--- src/rtl/irq_controller_n_pkg.sv ---
// Shared definitions for the interrupt controller: handshake states, source indices,
// default bus addresses and vector constants.
package irq_controller_n_pkg;

    typedef enum logic [1:0] {
        ST_IDLE = 2'd0,
        ST_REQ  = 2'd1,
        ST_ACK  = 2'd2,
        ST_DONE = 2'd3
    } irq_state_e;

    localparam int SRC_VBLANK = 0;
    localparam int SRC_LCDC   = 1;
    localparam int SRC_TIMER  = 2;
    localparam int SRC_SERIAL = 3;
    localparam int SRC_INPUT  = 4;

    localparam logic [15:0] DEF_IF_ADDR       = 16'hFF0F;
    localparam logic [15:0] DEF_IE_ADDR       = 16'hFFFF;
    localparam logic [7:0]  DEF_VECTOR_BASE   = 8'h40;
    localparam logic [7:0]  DEF_VECTOR_STRIDE = 8'h08;

    // A single source still needs a 1-bit select.
    function automatic int sel_width(input int n);
        return (n > 1) ? $clog2(n) : 1;
    endfunction

endpackage

--- src/rtl/irq_controller_n_prio_enc.sv ---
// Lowest-index-first priority encoder: index 0 wins.
module irq_prio_enc #(
    parameter int N  = 5,
    parameter int IW = 3
) (
    input  logic [N-1:0]  i_vec,
    output logic          o_valid,
    output logic [IW-1:0] o_idx
);

    always_comb begin
        o_valid = |i_vec;
        o_idx   = '0;
        for (int i = N - 1; i >= 0; i--) begin
            if (i_vec[i]) o_idx = IW'(i);
        end
    end

endmodule

--- src/rtl/irq_controller_n.sv ---
// Interrupt controller: edge-latched IF, IE mask, int_n / m1_n+iorq_n acknowledge
// handshake and a computed jump vector for the selected source.
import irq_controller_n_pkg::*;

module irq_controller_n #(
    parameter int          NUM_INT       = 5,
    parameter logic [7:0]  VECTOR_BASE   = DEF_VECTOR_BASE,
    parameter logic [7:0]  VECTOR_STRIDE = DEF_VECTOR_STRIDE,
    parameter logic [15:0] IF_ADDR       = DEF_IF_ADDR,
    parameter logic [15:0] IE_ADDR       = DEF_IE_ADDR
) (
    input  logic               clock,
    input  logic               reset_n,
    input  logic               m1_n,
    input  logic               iorq_n,
    output logic               int_n,
    input  logic [NUM_INT-1:0] int_req,
    output logic [NUM_INT-1:0] int_ack,
    output logic [7:0]         jump_addr,
    input  logic [15:0]        A,
    input  logic [7:0]         Di,
    output logic [7:0]         Do,
    input  logic               wr_n,
    input  logic               rd_n,
    input  logic               cs
);

    localparam int SW = sel_width(NUM_INT);

    logic [NUM_INT-1:0] r_req_q, r_if, r_ie;
    logic [NUM_INT-1:0] w_rise, w_pending, w_if_nxt;
    logic [SW-1:0]      r_sel, w_enc_idx;
    logic               w_enc_valid;
    logic               w_wr_if, w_wr_ie, w_rd, w_cpu_ack;
    irq_state_e         r_state, w_state_nxt;

    assign w_rise    = int_req & ~r_req_q;
    assign w_pending = r_if & r_ie;
    assign w_wr_if   = cs & ~wr_n & (A == IF_ADDR);
    assign w_wr_ie   = cs & ~wr_n & (A == IE_ADDR);
    assign w_rd      = cs & ~rd_n & wr_n;
    assign w_cpu_ack = ~m1_n & ~iorq_n;

    irq_prio_enc #(.N(NUM_INT), .IW(SW)) u_enc (
        .i_vec   (w_pending),
        .o_valid (w_enc_valid),
        .o_idx   (w_enc_idx)
    );

    // A fresh rising edge always wins over a software write or the ack-clear.
    always_comb begin
        w_if_nxt = r_if;
        if (w_wr_if) w_if_nxt = Di[NUM_INT-1:0];
        if (r_state == ST_ACK) w_if_nxt[r_sel] = 1'b0;
        w_if_nxt = w_if_nxt | w_rise;
    end

    always_ff @(posedge clock or negedge reset_n) begin
        if (!reset_n) begin
            r_req_q <= '0;
            r_if    <= '0;
            r_ie    <= '0;
            r_sel   <= '0;
        end else begin
            r_req_q <= int_req;
            r_if    <= w_if_nxt;
            if (w_wr_ie) r_ie <= Di[NUM_INT-1:0];
            if (r_state == ST_IDLE && w_enc_valid) r_sel <= w_enc_idx;
        end
    end

    always_ff @(posedge clock or negedge reset_n) begin
        if (!reset_n) r_state <= ST_IDLE;
        else          r_state <= w_state_nxt;
    end

    // sel is frozen once the request is raised; only withdrawal or ack leaves REQ.
    always_comb begin
        w_state_nxt = r_state;
        case (r_state)
            ST_IDLE: if (w_enc_valid) w_state_nxt = ST_REQ;
            ST_REQ: begin
                if (!w_pending[r_sel]) w_state_nxt = ST_IDLE;
                else if (w_cpu_ack)    w_state_nxt = ST_ACK;
            end
            ST_ACK:  w_state_nxt = ST_DONE;
            ST_DONE: if (!w_cpu_ack) w_state_nxt = ST_IDLE;
            default: w_state_nxt = ST_IDLE;
        endcase
    end

    always_comb begin
        int_n   = (r_state != ST_REQ);
        int_ack = '0;
        if (r_state == ST_ACK) int_ack[r_sel] = 1'b1;
    end

    assign jump_addr = VECTOR_BASE + 8'(r_sel) * VECTOR_STRIDE;

    // Unimplemented upper bits read back as ones.
    always_comb begin
        Do = 8'hFF;
        if (w_rd && A == IF_ADDR)      Do[NUM_INT-1:0] = r_if;
        else if (w_rd && A == IE_ADDR) Do[NUM_INT-1:0] = r_ie;
    end

endmodule

--- config.mk ---
export PLATFORM = sky130hd
export DESIGN_NAME = irq_controller_n
export DESIGN_NICKNAME = d
export VERILOG_FILES = /design/src/rtl/irq_controller_n_pkg.sv /design/src/rtl/irq_controller_n_prio_enc.sv /design/src/rtl/irq_controller_n.sv
export SDC_FILE = /design/constraint.sdc
export NUM_CORES = 1
export LEC_CHECK = 0
export CAP_MARGIN = 10
export CORE_MARGIN = 2
export CORE_UTILIZATION = 36
export CTS_CLUSTER_SIZE = 40
export DETAILED_ROUTE_END_ITERATION = 10
export PLACE_DENSITY = 0.78
export SYNTH_ARGS = -nofsm -noshare
export SYNTH_HDL_FRONTEND = slang
export SYNTH_SLANG_ARGS = --single-unit
--- constraint.sdc ---
create_clock -name clock -period 1.8 [get_ports clock]
set_input_delay 0.36 -clock clock [delete_from_list [all_inputs] [get_ports clock]]
set_output_delay 0.36 -clock clock [all_outputs]
set_load 0.02 [all_outputs]
; Word level (Yosys, flattened, before mapping)
; Cells that the tools add are included.
[op_classes]
n_addsub = 1
muxes = 19
bitwise = 16
reduce_logical = 7
magnitude_cmp = 2
n_eq_ne = 9
[ops]
columns = cell, count
row1 = "== test 16 bit, second input constant", 2
row2 = two-way mux 5 bit, 5
row3 = AND 5 bit, 3
row4 = two-way mux 3 bit, 5
row5 = inverter 5 bit, 2
row6 = "adder 7 x 6 -> 8 bit, first input constant", 1
row7 = two-way mux 2 bit, 4
row8 = case mux 2 bit (4 select lines), 1
row9 = AND 1 bit, 6
row10 = OR 5 bit, 1
row11 = OR reduction 5 bit, 1
row12 = "== test 2 bit, second input constant", 2
row13 = logical AND 1 bit, 4
row14 = "less-than comparator 3 x 4 -> 1 bit, second input constant", 1
row15 = "inequality test 2 bit, second input constant", 2
row16 = inverter 1 bit, 4
row17 = binary-select mux 1 bit (select 3 bit), 1
row18 = demux 1 bit (select 3 bit), 1
row19 = "greater-or-equal comparator 3 x 1 -> 1 bit, second input constant", 1
row20 = "inequality test 3 bit, second input constant", 1
row21 = AND reduction 3 bit, 1
row22 = "== test 2 x 1 -> 1 bit, second input constant", 1
row23 = zero test 2 bit, 1
row24 = two-way mux 1 bit, 2
row25 = "inequality test 2 x 1 -> 1 bit, second input constant", 1
[totals]
register_bits = 20
elab_cells = 59
in_bits = 36
out_inout_bits = 22

; Longest topological paths before layout
[depth]
depth_word = 8
ltp_mapped = 5
depth_no_buf = 4

; Modules after synthesis
; A second synthesis with hierarchy kept.
[hier_totals]
cells_unflattened = 126
hier_area_um2 = 1247.4
[by_module_without_submodules]
columns = mod, seq_area_each_um2, area_each_um2, n_inst, cells_per_inst
row1 = irq_controller_n, 500.5, 1198.6, 1, 118
row2 = irq_prio_enc, 0.0, 48.8, 1, 8

; Least setup slack after synthesis
; No wires, ideal clock.
[synth_timing]
path_kind = input to output
startpoint = in A[5]
endpoint = out Do[0]
path_stages = 4
path_buffers = 0
t_arrival_ns = 1.579
slack_ns = -0.139
path_cell_list = or4_4 nor4_4 nand2_2 o22a_1
[synth_between]
elab_chain_len = 4
[synth_rtl]
columns = element, line
row1 = from (decl), irq_controller_n.sv:20  ; input logic [15:0] A,
row2 = == test 16 bit, irq_controller_n.sv:104  ; else if (w_rd && A == IE_ADDR) Do[NUM_INT-1:0] = r_ie;
row3 = logical AND 1 bit, irq_controller_n.sv:104
row4 = two-way mux 5 bit, irq_controller_n.sv:104
row5 = two-way mux 5 bit (*), irq_controller_n.sv:103  ; if (w_rd && A == IF_ADDR) Do[NUM_INT-1:0] = r_if;
row6 = to (decl), irq_controller_n.sv:22  ; output logic [7:0] Do,
; Every way passes the cells marked *; elsewhere a longest branch is shown, timed or not.

; Worst setup path in the final report
[layout_timing]
startpoint = in A[7]
endpoint = out Do[0]
; The elaborated chain is that of the path after synthesis.

==> impl_metrics.tcl <==
set metrics [dict create \
    violations "setup timing" \
    numCtsBuffers 3 \
    dp.cells 233 \
    drv_slew 0 \
    fillCellCount 250 \
    synth.top_cells.by_area "dfrtp_1 (43%), mux2_2 (5.8%), buf_4 (5.2%)" \
    cts_hold_buf 0 \
    avgSynthCellArea_um2 9.450 \
    async_flop_share_pct 100.0 \
    ioPinCount 58 \
    via_per_inst 5.252 \
    gp_congestion 0.9127 \
    cts-root-buf "clkbuf_4" \
    multi_input_area_um2 670.6 \
    grt_start_max_net_pins 21 \
    clk_latency_ps 320 \
    synth_top_area_cell "dfrtp_1" \
    period_needed_ps 2063 \
    wirelength_mm 3.973 \
    period_share_pct 114.6 \
    cts_tree "built" \
    crit_chain "buf_6 -> or4_4 -> nor4_4 -> nand2_2 -> o22a_1 -> buf_6" \
    yosysUniqueCellTypes 34 \
    synth_top_area_share_pct 43.06 \
    slowest_stage "or4_4" \
    ir_drop_mv 0.2944 \
    dpl.hpwl_mm 2.781 \
    cp_data_arrival_time_ps 1700 \
    clk_pin_slew_ps 120 \
    cpPeakStageDelay_ps 540 \
    grt_util_all_layers_pct 22.85 \
    synth_cells 123 \
    ys.flop_type "dfrtp_1" \
    htree_levels 1 \
    hp-class "primary input to async pin" \
    cpMostUsedCell "buf_6" \
    startpoint_type "primary input" \
    portBuffers 46 \
    antenna_found_initial 0 \
    diodes 0 \
    reg2reg_depth 7 \
    fmax_mhz 484.8 \
    crit_path_max_fanout 5 \
    seq_area_frac_synth_pct 43.06 \
    fin_worst_skew_ps 4.766 \
    p_total_mw 0.9580 \
    finalSetupViolCount 10 \
    overflow 0 \
    die_y_um 60.82 \
    drive_gt1_share_pct 44.29 \
    ys_warn_count 0 \
    die_w_um 60.82 \
    layout_commonest_cell "buf_4" \
    startpoint "A[7]" \
    fin_ws_ps -262.9 \
    die-area_um2 3699 \
    crit_end "Do[0]" \
    r2r-end "r_if[4]" \
    run_status "complete, but fails checks" \
    required_ps 1440 \
    power_density_nw_per_um2 451.7 \
    start_util_pct 38.07 \
    vias 1334 \
    synth_seq_cells 20 \
    drt_iter0_drc 68 \
    r2r-start "r_state[0]" \
    path_class "primary input to output port" \
    ant_nets 0 \
    final_cell_mix "buf_4 (35), dfrtp_1 (18), buf_6 (18)" \
    p_leak_nw 1.066 \
    drv_cap 0 \
    wire_per_inst_um 15.64 \
    dr.pass1.iters 4 \
    grt_pass1_vias 1381 \
    endpoint_kind "output port" \
    cts_sinks 20 \
    hold_violations 0 \
    regToRegSetupSlack_ps 70 \
    syn_area_um2 1162 \
    clock_path_buffers 2 \
    rsz0062_at_grt "true" \
    grt_pass1_wl_mm 6.189 \
    drc_errors 0 \
    final_nets 247 \
    final_cells 254 \
    regArea_um2 503.0 \
    area.growth.synth_to_final_pct 82.45 \
    placementRows 20 \
    core_area_um2 3053 \
    synth_edf_count 0 \
    fin_setup_tns_ps -1878 \
]
## metal layers
| metal | up-vias | global-route usage [%] | routed length, µm |
|---|---|---|---|
| met2 | 71 | 41.17 | 2135 |
| met3 | 18 | 4.264 | 245 |
| met1 | 633 | 24.50 | 1407 |
| li1 | 612 | - | - |
| met4 | 0 | 13.98 | 184 |
| met5 | - | 0 | 0 |
## worst min-delay path by stage
stage	to	slack, ps	start	depth (start not counted)
after floorplan	async pin	60	reset_n	0
after global placement	r_if[3]	460	r_req_q[3]	1
after detailed placement	r_if[0]	470	r_req_q[0]	1
after CTS	r_sel[1]	370	reset_n	2
after global routing	r_sel[0]	390	reset_n	2
final	r_sel[0]	370	reset_n	2
## synth_stat cells, drive strengths merged, types with 2 or more instances
| cell type | n |
|---|---|
| nor4 | 3 |
| o221ai | 5 |
| clkbuf | 2 |
| mux2 | 6 |
| a21oi | 4 |
| o21ai | 3 |
| conb | 2 |
| nor2 | 3 |
| buf | 8 |
| nand3b | 3 |
| o22a | 5 |
| nand3 | 4 |
| a22o | 2 |
| inv | 11 |
| nand4 | 8 |
| o31ai | 2 |
| nand2 | 17 |
| o21a | 2 |
| dfrtp | 20 |
## cells by family (layout without fill, tap and decap cells)
kind of cell	Yosys count	in the layout	synth area share, %
muxes	6	6	5.812
buffers and inverters	21	102	9.365
other	2	8	0.6461
and+or+nand+nor	47	47	24.01
DFF	20	20	43.06
AOI/OAI and AO/OA	27	27	17.12
## critical path, delay by kind of cell
kind	cells	cell delay, ps
and+or+nand+nor	3	890
AOI/OAI and AO/OA	1	210
buffers and inverters	2	230
## report_power, final
| group | internal, mW | switching [mW] |
|---|---|---|
| sequential | 0.455 | 0.00192 |
| combinational | 0.0702 | 0.0534 |
| clock | 0.226 | 0.152 |
| total | 0.751 | 0.207 |
## registers in the layout (all words and copies together), names as in the netlist, named ones only
signal	count
r_req_q	5
r_state	1
r_ie	5
r_sel	3
r_if	5
## layout make-up
cell class                 instances  share of cell area (%)
clock buffer                       3                   1.062
clock inverter                     1                   1.416
inverter                          11                   1.947
multi-input combinational         88                   31.62
sequential                        20                   23.72
tap                               44                   2.596
timing repair buffer              87                   37.64
## through the flow
stage               setup slack [ps]  utilization [%]  hold WS, ps  area [µm²]
global placement              -957.2            59.55        461.9        1818
detailed placement             -1017            59.55        469.8        1818
finish                        -262.9            69.47        370.7        2121
global route                  -300.7            69.47        393.9        2121
CTS                           -381.3            66.15        373.5        2019
floorplan                     -138.0                -        64.41        1190
## what timing repair did
action	CTS	global route
endpoints found under the setup margin	19	15
buffers inserted	12	6
pin swaps	12	13
resized for setup	106	25
endpoints found under the hold margin	0	0
Power figures use the tool's default switching activity.
